`src/rtl/mem_access_unit_if.sv`:
```
// ---------------------------------------------------------------------------
// mem_access_unit_if
// Purpose : Bundles the pipeline-side request/response signals and the
//           data-memory handshake of the MEM-stage load/store engine.
// Modports:
//   slave  - the load/store engine (mem_access_unit) view
//   master - the environment view (EX/MEM register, MEM/WB register, memory)
// Signals :
//   READ_WRITE[3:0]    op code from EX/MEM
//   ADDRESS[31:0]      byte address from EX/MEM
//   WRITE_DATA[31:0]   store source from EX/MEM
//   LOAD_DATA[31:0]    extended load result toward MEM/WB
//   BUSYWAIT           pipeline stall request
//   MISALIGNED         one-cycle pulse, misaligned access suppressed
//   BUS_ERROR          one-cycle pulse, access aborted on timeout
//   MEM_ADDRESS[31:0]  word-aligned memory address
//   MEM_READ/MEM_WRITE memory strobes, held for the whole access
//   MEM_WRITEDATA[31:0] lane-replicated store data
//   MEM_BYTE_EN[3:0]   byte lane enables
//   MEM_READDATA[31:0] word returned by memory
//   MEM_BUSYWAIT       memory not ready
// ---------------------------------------------------------------------------
interface mem_access_unit_if;
  logic [3:0]  READ_WRITE;
  logic [31:0] ADDRESS;
  logic [31:0] WRITE_DATA;
  logic [31:0] LOAD_DATA;
  logic        BUSYWAIT;
  logic        MISALIGNED;
  logic        BUS_ERROR;
  logic [31:0] MEM_ADDRESS;
  logic        MEM_READ;
  logic        MEM_WRITE;
  logic [31:0] MEM_WRITEDATA;
  logic [3:0]  MEM_BYTE_EN;
  logic [31:0] MEM_READDATA;
  logic        MEM_BUSYWAIT;

  modport slave (
    input  READ_WRITE, ADDRESS, WRITE_DATA, MEM_READDATA, MEM_BUSYWAIT,
    output LOAD_DATA, BUSYWAIT, MISALIGNED, BUS_ERROR,
           MEM_ADDRESS, MEM_READ, MEM_WRITE, MEM_WRITEDATA, MEM_BYTE_EN
  );

  modport master (
    output READ_WRITE, ADDRESS, WRITE_DATA, MEM_READDATA, MEM_BUSYWAIT,
    input  LOAD_DATA, BUSYWAIT, MISALIGNED, BUS_ERROR,
           MEM_ADDRESS, MEM_READ, MEM_WRITE, MEM_WRITEDATA, MEM_BYTE_EN
  );
endinterface

```
`src/rtl/mem_access_unit.sv`:
```
// ---------------------------------------------------------------------------
// mem_access_unit
// Purpose : MEM-stage load/store engine. Decodes READ_WRITE, runs a
//           word-wide data-memory handshake, replicates store data across
//           byte lanes, extracts and extends load data, and stalls the
//           pipeline (BUSYWAIT) while an access is outstanding.
// Parameters:
//   TIMEOUT_CYCLES - ACCESS cycles with MEM_BUSYWAIT=1 before abort
//   TIMEOUT_W      - width of the timeout counter
// Ports:
//   CLK   - clock, all state updates on posedge
//   RESET - asynchronous active-low reset
//   bus   - mem_access_unit_if.slave (pipeline side + memory side)
// ---------------------------------------------------------------------------
module mem_access_unit #(
  parameter int TIMEOUT_CYCLES = 255,
  parameter int TIMEOUT_W      = 8
) (
  input  logic               CLK,
  input  logic               RESET,
  mem_access_unit_if.slave   bus
);

  localparam logic [1:0] S_IDLE     = 2'd0;
  localparam logic [1:0] S_ACCESS   = 2'd1;
  localparam logic [1:0] S_COMPLETE = 2'd2;

  localparam logic [1:0] SZ_BYTE = 2'd0;
  localparam logic [1:0] SZ_HALF = 2'd1;
  localparam logic [1:0] SZ_WORD = 2'd2;

  // Counter value at which one more busy cycle means the access has waited
  // TIMEOUT_CYCLES cycles.
  localparam logic [TIMEOUT_W-1:0] LP_LAST = TIMEOUT_W'(TIMEOUT_CYCLES - 1);

  logic [1:0]           r_state;
  logic [TIMEOUT_W-1:0] r_count;
  logic [31:0]          r_load_data;
  logic                 r_misaligned;
  logic                 r_bus_error;
  logic [31:0]          r_mem_address;
  logic                 r_mem_read;
  logic                 r_mem_write;
  logic [31:0]          r_mem_writedata;
  logic [3:0]           r_mem_byte_en;
  logic                 r_is_load;
  logic                 r_unsigned;
  logic [1:0]           r_size;
  logic [1:0]           r_offset;

  logic        w_valid;
  logic        w_is_load;
  logic        w_is_store;
  logic        w_unsigned;
  logic [1:0]  w_size;
  logic        w_misaligned;
  logic        w_start;
  logic [3:0]  w_byte_en;
  logic [31:0] w_writedata;
  logic [7:0]  w_byte;
  logic [15:0] w_half;
  logic [31:0] w_load_value;

  // Op decode. Unlisted codes fall to the default and behave like 0000.
  // NOTE: every signal written in an always_comb gets a default first, so no
  // path through the case can leave it unassigned and infer a latch.
  always_comb begin
    w_valid    = 1'b0;
    w_is_load  = 1'b0;
    w_is_store = 1'b0;
    w_unsigned = 1'b0;
    w_size     = SZ_BYTE;
    case (bus.READ_WRITE)
      4'b1000: begin w_valid = 1'b1; w_is_load = 1'b1; w_size = SZ_BYTE; end
      4'b1001: begin w_valid = 1'b1; w_is_load = 1'b1; w_size = SZ_HALF; end
      4'b1010: begin w_valid = 1'b1; w_is_load = 1'b1; w_size = SZ_WORD; end
      4'b1100: begin w_valid = 1'b1; w_is_load = 1'b1; w_size = SZ_BYTE; w_unsigned = 1'b1; end
      4'b1101: begin w_valid = 1'b1; w_is_load = 1'b1; w_size = SZ_HALF; w_unsigned = 1'b1; end
      4'b0100: begin w_valid = 1'b1; w_is_store = 1'b1; w_size = SZ_BYTE; end
      4'b0101: begin w_valid = 1'b1; w_is_store = 1'b1; w_size = SZ_HALF; end
      4'b0110: begin w_valid = 1'b1; w_is_store = 1'b1; w_size = SZ_WORD; end
      default: ;
    endcase
  end

  assign w_misaligned = w_valid &&
                        (((w_size == SZ_HALF) && bus.ADDRESS[0]) ||
                         ((w_size == SZ_WORD) && (bus.ADDRESS[1:0] != 2'b00)));
  assign w_start      = w_valid && !w_misaligned;

  // Lane enables and store data replication; loads share the same enables.
  always_comb begin
    w_byte_en   = 4'b1111;
    w_writedata = bus.WRITE_DATA;
    case (w_size)
      SZ_BYTE: begin
        w_byte_en   = 4'b0001 << bus.ADDRESS[1:0];
        w_writedata = {4{bus.WRITE_DATA[7:0]}};
      end
      SZ_HALF: begin
        w_byte_en   = bus.ADDRESS[1] ? 4'b1100 : 4'b0011;
        w_writedata = {2{bus.WRITE_DATA[15:0]}};
      end
      default: ;
    endcase
  end

  // Load extraction uses the offset/size latched at ACCESS entry, so input
  // changes during the access cannot disturb the result.
  always_comb begin
    case (r_offset)
      2'd0:    w_byte = bus.MEM_READDATA[7:0];
      2'd1:    w_byte = bus.MEM_READDATA[15:8];
      2'd2:    w_byte = bus.MEM_READDATA[23:16];
      default: w_byte = bus.MEM_READDATA[31:24];
    endcase
    w_half = r_offset[1] ? bus.MEM_READDATA[31:16] : bus.MEM_READDATA[15:0];
    case (r_size)
      SZ_BYTE: w_load_value = r_unsigned ? {24'h0, w_byte} : {{24{w_byte[7]}}, w_byte};
      SZ_HALF: w_load_value = r_unsigned ? {16'h0, w_half} : {{16{w_half[15]}}, w_half};
      default: w_load_value = bus.MEM_READDATA;
    endcase
  end

  // NOTE: sequential state uses non-blocking assignments only, so every
  // register samples the pre-edge values regardless of statement order.
  always_ff @(posedge CLK or negedge RESET) begin
    if (!RESET) begin
      r_state         <= S_IDLE;
      r_count         <= '0;
      r_load_data     <= '0;
      r_misaligned    <= 1'b0;
      r_bus_error     <= 1'b0;
      r_mem_address   <= '0;
      r_mem_read      <= 1'b0;
      r_mem_write     <= 1'b0;
      r_mem_writedata <= '0;
      r_mem_byte_en   <= '0;
      r_is_load       <= 1'b0;
      r_unsigned      <= 1'b0;
      r_size          <= SZ_BYTE;
      r_offset        <= 2'd0;
    end else begin
      // Flags are single-cycle pulses unless re-asserted below.
      r_misaligned <= 1'b0;
      r_bus_error  <= 1'b0;
      case (r_state)
        S_IDLE: begin
          if (w_start) begin
            r_state         <= S_ACCESS;
            r_count         <= '0;
            r_mem_address   <= {bus.ADDRESS[31:2], 2'b00};
            r_mem_read      <= w_is_load;
            r_mem_write     <= w_is_store;
            r_mem_writedata <= w_is_store ? w_writedata : 32'h0;
            r_mem_byte_en   <= w_byte_en;
            r_is_load       <= w_is_load;
            r_unsigned      <= w_unsigned;
            r_size          <= w_size;
            r_offset        <= bus.ADDRESS[1:0];
          end else if (w_misaligned) begin
            r_misaligned <= 1'b1;
            r_load_data  <= '0;
          end
        end
        S_ACCESS: begin
          if (!bus.MEM_BUSYWAIT || (r_count == LP_LAST)) begin
            // Either outcome releases the memory and moves to COMPLETE.
            r_state         <= S_COMPLETE;
            r_mem_read      <= 1'b0;
            r_mem_write     <= 1'b0;
            r_mem_address   <= '0;
            r_mem_writedata <= '0;
            r_mem_byte_en   <= '0;
            if (!bus.MEM_BUSYWAIT) begin
              if (r_is_load) r_load_data <= w_load_value;
            end else begin
              r_load_data <= '0;
              r_bus_error <= 1'b1;
            end
          end else begin
            r_count <= r_count + 1'b1;
          end
        end
        // COMPLETE lasts one cycle; the held instruction is not relaunched
        // because the pipeline advances at this same edge.
        default: r_state <= S_IDLE;
      endcase
    end
  end

  // The stall request is gated by RESET so it drops immediately on an
  // asynchronous reset even if a valid op is still presented.
  assign bus.BUSYWAIT      = RESET && ((r_state == S_ACCESS) ||
                                       ((r_state == S_IDLE) && w_start));
  assign bus.LOAD_DATA     = r_load_data;
  assign bus.MISALIGNED    = r_misaligned;
  assign bus.BUS_ERROR     = r_bus_error;
  assign bus.MEM_ADDRESS   = r_mem_address;
  assign bus.MEM_READ      = r_mem_read;
  assign bus.MEM_WRITE     = r_mem_write;
  assign bus.MEM_WRITEDATA = r_mem_writedata;
  assign bus.MEM_BYTE_EN   = r_mem_byte_en;

endmodule

```
`src/flat_wrapper.sv`:
```
// flat-port wrapper written by rule: the top's interface ports become plain ports
module mem_access_unit_flat 
#(
  parameter int TIMEOUT_CYCLES = 255,
  parameter int TIMEOUT_W      = 8
)
  (CLK, RESET, bus_READ_WRITE, bus_ADDRESS, bus_WRITE_DATA, bus_MEM_READDATA, bus_MEM_BUSYWAIT, bus_LOAD_DATA, bus_BUSYWAIT, bus_MISALIGNED, bus_BUS_ERROR, bus_MEM_ADDRESS, bus_MEM_READ, bus_MEM_WRITE, bus_MEM_WRITEDATA, bus_MEM_BYTE_EN);
  mem_access_unit_if bus_i ();
  input  logic CLK;
  input  logic RESET;
  input wire logic [$bits(bus_i.READ_WRITE)-1:0] bus_READ_WRITE;
  input wire logic [$bits(bus_i.ADDRESS)-1:0] bus_ADDRESS;
  input wire logic [$bits(bus_i.WRITE_DATA)-1:0] bus_WRITE_DATA;
  input wire logic [$bits(bus_i.MEM_READDATA)-1:0] bus_MEM_READDATA;
  input wire logic [$bits(bus_i.MEM_BUSYWAIT)-1:0] bus_MEM_BUSYWAIT;
  output wire logic [$bits(bus_i.LOAD_DATA)-1:0] bus_LOAD_DATA;
  output wire logic [$bits(bus_i.BUSYWAIT)-1:0] bus_BUSYWAIT;
  output wire logic [$bits(bus_i.MISALIGNED)-1:0] bus_MISALIGNED;
  output wire logic [$bits(bus_i.BUS_ERROR)-1:0] bus_BUS_ERROR;
  output wire logic [$bits(bus_i.MEM_ADDRESS)-1:0] bus_MEM_ADDRESS;
  output wire logic [$bits(bus_i.MEM_READ)-1:0] bus_MEM_READ;
  output wire logic [$bits(bus_i.MEM_WRITE)-1:0] bus_MEM_WRITE;
  output wire logic [$bits(bus_i.MEM_WRITEDATA)-1:0] bus_MEM_WRITEDATA;
  output wire logic [$bits(bus_i.MEM_BYTE_EN)-1:0] bus_MEM_BYTE_EN;
  assign bus_i.READ_WRITE = bus_READ_WRITE;
  assign bus_i.ADDRESS = bus_ADDRESS;
  assign bus_i.WRITE_DATA = bus_WRITE_DATA;
  assign bus_i.MEM_READDATA = bus_MEM_READDATA;
  assign bus_i.MEM_BUSYWAIT = bus_MEM_BUSYWAIT;
  assign bus_LOAD_DATA = bus_i.LOAD_DATA;
  assign bus_BUSYWAIT = bus_i.BUSYWAIT;
  assign bus_MISALIGNED = bus_i.MISALIGNED;
  assign bus_BUS_ERROR = bus_i.BUS_ERROR;
  assign bus_MEM_ADDRESS = bus_i.MEM_ADDRESS;
  assign bus_MEM_READ = bus_i.MEM_READ;
  assign bus_MEM_WRITE = bus_i.MEM_WRITE;
  assign bus_MEM_WRITEDATA = bus_i.MEM_WRITEDATA;
  assign bus_MEM_BYTE_EN = bus_i.MEM_BYTE_EN;
  mem_access_unit #(.TIMEOUT_CYCLES(TIMEOUT_CYCLES), .TIMEOUT_W(TIMEOUT_W)) u_core (.CLK(CLK), .RESET(RESET), .bus(bus_i));
endmodule
```
`config.mk`:
```
export PLATFORM = sky130hd
export DESIGN_NAME = mem_access_unit_flat
export DESIGN_NICKNAME = d
export VERILOG_FILES = /design/src/rtl/mem_access_unit_if.sv /design/src/rtl/mem_access_unit.sv /design/src/flat_wrapper.sv
export SDC_FILE = /design/constraint.sdc
export NUM_CORES = 1
export LEC_CHECK = 0
export CORE_ASPECT_RATIO = 0.6
export CORE_MARGIN = 4
export CORE_UTILIZATION = 45
export DETAILED_ROUTE_END_ITERATION = 8
export GPL_TIMING_DRIVEN = 0
export PLACE_DENSITY = 0.81
export SLEW_MARGIN = 30
export SYNTH_ARGS = -nofsm -noshare
export SYNTH_HDL_FRONTEND = slang
export SYNTH_SLANG_ARGS = --single-unit
```
`constraint.sdc`:
```
create_clock -name CLK -period 2.34 [get_ports CLK]
set_input_delay 0.234 -clock CLK [delete_from_list [all_inputs] [get_ports CLK]]
set_output_delay 0.234 -clock CLK [all_outputs]
set_load 0.005 [all_outputs]
```
==> reports/results.txt, run 1 <==
via count -> 5306
largest net degree at the start of global routing -> 81
vias in the first global route -> 5504
Worst Hold Class -> input port to flop
slew of the pin with the lowest slew margin -> 0.679 ns
DP HPWL -> 13800 um
Final Max Tran Viols -> 0
RSZ-0062 raised after global routing -> no
Yosys cell types -> 53
pwr/cell area -> 938 nW/um^2
Area growth, synth to finish -> 52.5%
Sink Count -> 118
worst path required time -> 2.11 ns
drt total wl -> 19000 um
max incr delay on CP -> 0.64 ns
gr usage total -> 0.262
min cycle time layout -> 2.22 ns
synthesized cell area -> 5580 um^2
CTS Buf Count -> 17
initial antenna violation count -> 0
Comb power frac -> 0.321
drt first pass iters -> 5
status -> finished clean
hold slack -> 0.181 ns
Net Sw Power -> 0.00239 W
I/O Buffers -> 203
CTS HTree Levels -> 4
I/O Pins -> 208
Clock Path Buffers -> 2
Routed Antenna Nets -> 0
Crit path top cell by count -> clkdlybuf4s50_1
Crit Path Category -> input port to output pin
startpoint types -> input port
Site Rows -> 31
first-pass GRT wire length -> 29700 um
Final Total Pwr -> 0.00799 W
Vias/cell -> 5.79
GPL Wtd Cong -> 0.948
Iter 0 DRT Violations -> 422
Primary FF master, synth -> dfrtp_1
CTS root buf -> clkbuf_16
internal power -> 0.00559 W
die area -> 14300 um^2
CTS tree -> yes
cells after synthesis -> 512
Max-Cap Viols -> 0
CTS clk-pin slew, worst paths -> 0.05 ns
share of cells above drive strength 1 -> 0.113
Arrival @ worst endpoint -> 1.98 ns
Clock Power Share -> 0.326
Die Height -> 94.3 um
Antenna diodes -> 0
Worst setup EP type -> output pin
Crit-path slowest cell -> clkdlybuf4s50_1
ys async rst share -> 1.00
Fin. Hold Viols -> 0
final net count -> 844
drt wl/cell -> 20.7 um
# fillers -> 885
register bit total from synthesis -> 118
Die Width -> 152 um
crit path max fanout -> 8
Core ar. -> 12100 um^2
Static Leakage -> 3.76 nW
DRC Markers -> 0
sequential area share after synthesis -> 0.529
Flop pwr share -> 0.353
sw frac -> 0.300
initial core utilization -> 0.461
VDD IR max -> 522 uV
GRT overflow -> 0
Fmax achieved -> 451 MHz
Post-synth EDFFs -> 0
Ys Warns -> 0
Period Utilization, post-route -> 0.948
clk_skew -> 0.00824 ns
syn avg cell area -> 10.9 um^2
insertion delay to the later sink of the worst-skew pair -> 0.41 ns
Final setup viols -> 0
worst path cell trace -> clkdlybuf4s50_1 -> inv_2 -> o221a_2 -> o21bai_2 -> nor2_1 -> clkdlybuf4s50_1
Relative slew margins -> 0.544
-- registers in the layout, indices dropped and copies added, names as in the netlist --
name and flops:
u_core.r_offset 2, u_core.bus.MEM_ADDRESS 30, u_core.bus.MEM_WRITEDATA 32, u_core.bus.MISALIGNED 1, u_core.bus.BUS_ERROR 1, u_core.r_is_load 1
u_core.bus.MEM_WRITE 1, u_core.r_unsigned 1, u_core.r_state 2, u_core.bus.MEM_BYTE_EN 4, u_core.r_count 8, u_core.bus.MEM_READ 1
u_core.r_size 2, u_core.bus.LOAD_DATA 32
-- per-stage QoR --
step / setup TNS [ns] / util / setup slack (ns) / cell area (um^2) / std cells
floorplan: 0 / - / 0.573 / 5590 / 513
global placement: -405.67 / 0.647 / -3.42 / 7830 / 881
detailed placement: -2.63 / 0.649 / -0.156 / 7860 / 882
CTS: 0 / 0.700 / 0.0230 / 8480 / 915
global route: 0 / 0.703 / 0.0309 / 8510 / 916
finish: 0 / 0.703 / 0.122 / 8510 / 916
-- cell usage after synthesis, drive strengths merged (6+ instances only) --
| cell | count | share of area |
|---|---|---|
| mux2 | 18 | 0.036 |
| nand2 | 31 | 0.021 |
| o21a | 8 | 0.011 |
| a32o | 17 | 0.030 |
| nor3 | 6 | 0.0074 |
| o2bb2ai | 20 | 0.031 |
| o21ai | 26 | 0.023 |
| a21oi | 32 | 0.029 |
| o22ai | 8 | 0.0090 |
| mux2i | 17 | 0.030 |
| dfrtp | 118 | 0.53 |
| a22o | 46 | 0.072 |
| inv | 23 | 0.015 |
| nor2 | 35 | 0.024 |
| o31a | 7 | 0.011 |
| nand2b | 19 | 0.021 |
| buf | 23 | 0.030 |
| clkbuf | 16 | 0.011 |
-- metal layers --
layer,GRT usage,vias up,routed length (um)
met5,0,-,0
met4,0.103,0,412
met3,0.0828,37,1700
met2,0.397,310,8570
met1,0.353,2613,8280
li1,-,2346,-
-- kinds of logic (layout without fill, tap and decap cells) --
| family | count (synthesis) | in the layout | synth area share |
|---|---|---|---|
| and+or+nand+nor | 112 | 112 | 0.0986 |
| xor gates and xnor gates | 4 | 4 | 0.00627 |
| adders and majority gates | 2 | 2 | 0.00448 |
| buffers and inverters | 62 | 300 | 0.0562 |
| other | 1 | 2 | 0.000672 |
| DFF | 118 | 118 | 0.529 |
| muxes | 35 | 35 | 0.0668 |
| AOI/OAI and AO/OA | 178 | 178 | 0.238 |
-- power groups by stage --
stage          Sequential (W)  Clock (W)  Combinational, W
2_1_floorplan         0.00282          0           0.00106
3_3_place_gp          0.00280          0           0.00245
3_5_place_dp          0.00283          0           0.00251
4_1_cts               0.00281    0.00263           0.00254
5_1_grt               0.00286    0.00272           0.00276
6_report              0.00282    0.00261           0.00257
-- layout make-up --
| cell class | instances | area [um^2] | area share |
|---|---|---|---|
| multi-input combinational | 333 | 2330 | 0.274 |
| clock buffer | 18 | 429 | 0.0504 |
| inverter | 23 | 86.3 | 0.0101 |
| timing repair buffer | 207 | 2120 | 0.249 |
| tap | 165 | 206 | 0.0243 |
| buffer | 39 | 230 | 0.0270 |
| clock inverter | 13 | 158 | 0.0185 |
| sequential | 118 | 2950 | 0.347 |
-- repair_timing --
action	4_1_cts	5_1_grt
hold buffers	2	0
resized for setup	0	8
hold endpoints to repair	39	0
setup buffers	0	0
endpoints found under the setup margin	0	12
-- path summary, 6_finish.rpt --
check	cells past startpoint	endpoint	slack (ns)	from
min	3	u_core.r_unsigned$_DFFE_PN0P_	0.18	bus_READ_WRITE[2]
max	6	bus_BUSYWAIT	0.12	bus_READ_WRITE[1]
max in group asynchronous	3	u_core.r_offset[0]$_DFFE_PN0P_	1.71	RESET
min reg2reg	1	u_core.bus.MEM_READ$_DFFE_PN0P_	0.48	u_core.bus.MEM_READ$_DFFE_PN0P_
min in group asynchronous	3	u_core.bus.MEM_ADDRESS[5]$_DFFE_PN0P_	0.40	RESET
max reg2reg	7	u_core.bus.LOAD_DATA[29]$_DFFE_PN0P_	0.14	u_core.r_state[0]$_DFFE_PN0P_
-- cells in the final DEF, fill, tap and decap left out, types with 2 or more instances in the layout --
master / count
buf_4: 6
o21ai_0: 24
o2bb2ai_1: 20
o21a_1: 8
clkbuf_1: 15
clkbuf_16: 18
inv_1: 22
nand3_1: 4
clkinvlp_4: 4
nand2_1: 31
buf_2: 11
nor2b_1: 2
o31a_1: 7
mux2i_1: 17
mux2_2: 18
and2_1: 2
nor3_1: 5
dfrtp_1: 118
clkinv_2: 4
and3_1: 2
a32o_1: 17
conb_1: 2
a21oi_1: 32
ha_1: 2
clkdlybuf4s50_1: 201
bufinv_16: 3
clkbuf_2: 2
xnor2_1: 2
buf_6: 6
xor2_1: 2
nor2_1: 34
or4_1: 2
nand4_1: 2
nand2b_1: 19
a22o_1: 46
o22ai_1: 8
a21o_1: 3
-- critical path: cells and delay by family --
kind	cells	cell delay (ns)
buffers and inverters	3	1.16
AO/OA/AOI/OAI	2	0.52
AND/OR/NAND/NOR	1	0.07
(Power assumes the default switching activity.)
==> run 2, diff against run 1 <==
Settings changed: CORE_ASPECT_RATIO 0.6 to default.
==> run 2 against run 1 <==
Net effect: via count is 4.1% lower; routed wire length is 4.6% lower; clock skew is 0.0011 ns lower; worst hold slack worse by 0.039 ns; first-iteration DRC count is 29% lower; count of clock-buffer cells in the layout is 1 higher; sequential share of layout area is 0.21 points higher; setup slack better by 0.035 ns; sequential power hardly changed; critical path type unchanged; highest routed layer unchanged.
==> reports/results.txt, run 2 (synthesis gave the netlist of run 1 again) <==
slew of the pin with the lowest slew margin -> 0.644 ns
multi-input logic area -> 2330 um^2
Final setup viols -> 0
Core ar. -> 12100 um^2
Area growth, synth to finish -> 51.6%
vias in the first global route -> 5452
I/O Pins -> 208
drt first pass iters -> 4
insertion delay to the later sink of the worst-skew pair -> 0.41 ns
Routed Antenna Nets -> 0
Final Total Pwr -> 0.00773 W
DP HPWL -> 13300 um
Area after DPL -> 7860 um^2
Fmax achieved -> 458 MHz
Die Height -> 119 um
Relative slew margins -> 0.569
share of cells above drive strength 1 -> 0.111
final core occ -> 0.702
Crit Path Category -> input port to output pin
Reg area -> 2950 um^2
first-pass GRT wire length -> 28800 um
CTS clk-pin slew, worst paths -> 0.06 ns
Worst Reg-to-Reg Cells -> 7
I/O Buffers -> 203
VDD IR max -> 500 uV
pwr/cell area -> 913 nW/um^2
Post-Layout Cell Count -> 919
Arrival @ worst endpoint -> 1.95 ns
gr usage total -> 0.255
Worst setup EP type -> output pin
Fin. Hold Viols -> 0
min cycle time layout -> 2.18 ns
status -> finished clean
CTS root buf -> clkbuf_16
Static Leakage -> 3.74 nW
GRT overflow -> 0
Site Rows -> 40
# placed instances -> 885
CTS Buf Count -> 17
CTS tree -> yes
via count -> 5088
final net count -> 843
largest net degree at the start of global routing -> 64
worst path required time -> 2.11 ns
commonest cells after routing, fill and taps aside -> clkdlybuf4s50_1 (200), dfrtp_1 (118), a22o_1 (46), nor2_1 (34), a21oi_1 (32)
commonest non-fill, non-tap cell in the layout -> clkdlybuf4s50_1
Antenna diodes -> 0
drt total wl -> 18100 um
Max-Cap Viols -> 0
pre-CTS WS -> -0.168 ns
Vias/cell -> 5.54
initial antenna violation count -> 0
# fillers -> 892
Crit-path slowest cell -> clkdlybuf4s50_1
Period Utilization, post-route -> 0.933
Sink Count -> 118
cell family with most CP delay -> buffers and inverters
GPL Wtd Cong -> 0.895
worst path cell trace -> clkdlybuf4s50_1 -> inv_2 -> o221a_2 -> o21bai_2 -> nor2_1 -> clkdlybuf4s50_1
Buf+Inv Stages, Crit Path -> 3
crit path max fanout -> 8
final instance area -> 8460 um^2
Crit path top cell by count -> clkdlybuf4s50_1
WHS Path Cells -> 3
clk_skew -> 0.00715 ns
drt wl/cell -> 19.7 um
RSZ-0062 raised after global routing -> no
DRC Markers -> 0
startpoint types -> input port
Die Width -> 119 um
Clock Path Buffers -> 2
Worst Setup Slack, final -> 0.157 ns
die area -> 14300 um^2
Worst path depth -> 6
Final Max Tran Viols -> 0
Worst Hold Class -> input port to flop
max incr delay on CP -> 0.61 ns
CTS HTree Levels -> 4
Iter 0 DRT Violations -> 298
initial core utilization -> 0.463
run 2: final timing paths:
kind                                                       from                                   end  slack, ns
worst max-delay path                          bus_READ_WRITE[1]                          bus_BUSYWAIT       0.16
worst min-delay path                          bus_READ_WRITE[2]         u_core.r_unsigned$_DFFE_PN0P_       0.14
worst max register to register    u_core.r_state[0]$_DFFE_PN0P_  u_core.bus.LOAD_DATA[21]$_DFFE_PN0P_       0.19
worst min register to register  u_core.bus.MEM_READ$_DFFE_PN0P_       u_core.bus.MEM_READ$_DFFE_PN0P_       0.48
max in group asynchronous                                 RESET  u_core.bus.LOAD_DATA[26]$_DFFE_PN0P_       1.64
min in group asynchronous                                 RESET        u_core.r_offset[1]$_DFFE_PN0P_       0.39
run 2: cell type report:
type	instances	area share
Clock inverter	13	0.0127
Timing Repair Buffer	206	0.249
Inverter	23	0.0102
Multi-Input combinational cell	333	0.275
Sequential cell	118	0.349
Tap cell	168	0.0248
Clock buffer	19	0.0523
Buffer	39	0.0269
run 2: through the flow:
stage | setup TNS (ns) | hold slack (ns)
global placement | -411.32 | 0.456
detailed placement | -2.31 | 0.217
CTS | 0 | 0.135
finish | 0 | 0.142
global route | 0 | 0.144
floorplan | 0 | -0.0616
run 2: what timing repair did:
action	in CTS	in global routing
hold buffers	2	0
buffers inserted	0	0
endpoints found under the setup margin	1	11
endpoints found under the hold margin	63	0
gates resized for setup	1	3
run 2: per-layer routing:
metal	up-vias	share of wire	routed length, um	global-route usage
met3	32	0.11	1940	0.108
met2	274	0.47	8590	0.415
met5	-	0	0	0
li1	2330	-	-	-
met1	2452	0.40	7280	0.316
met4	0	0.015	278	0.0637
run 2: worst min-delay path, stage by stage:
cell and delay [ns]:
buf_6 0.12, nand2_1 0.08, o31ai_1 0.07
run 2: power by group:
| part | switching (W) | leakage [nW] | internal (W) |
|---|---|---|---|
| Clock | 0.000948 | 0.265 | 0.00148 |
| Sequential | 0.000325 | 1.58 | 0.00250 |
| Combinational | 0.00105 | 1.90 | 0.00143 |
| Total | 0.00232 | 3.74 | 0.00540 |
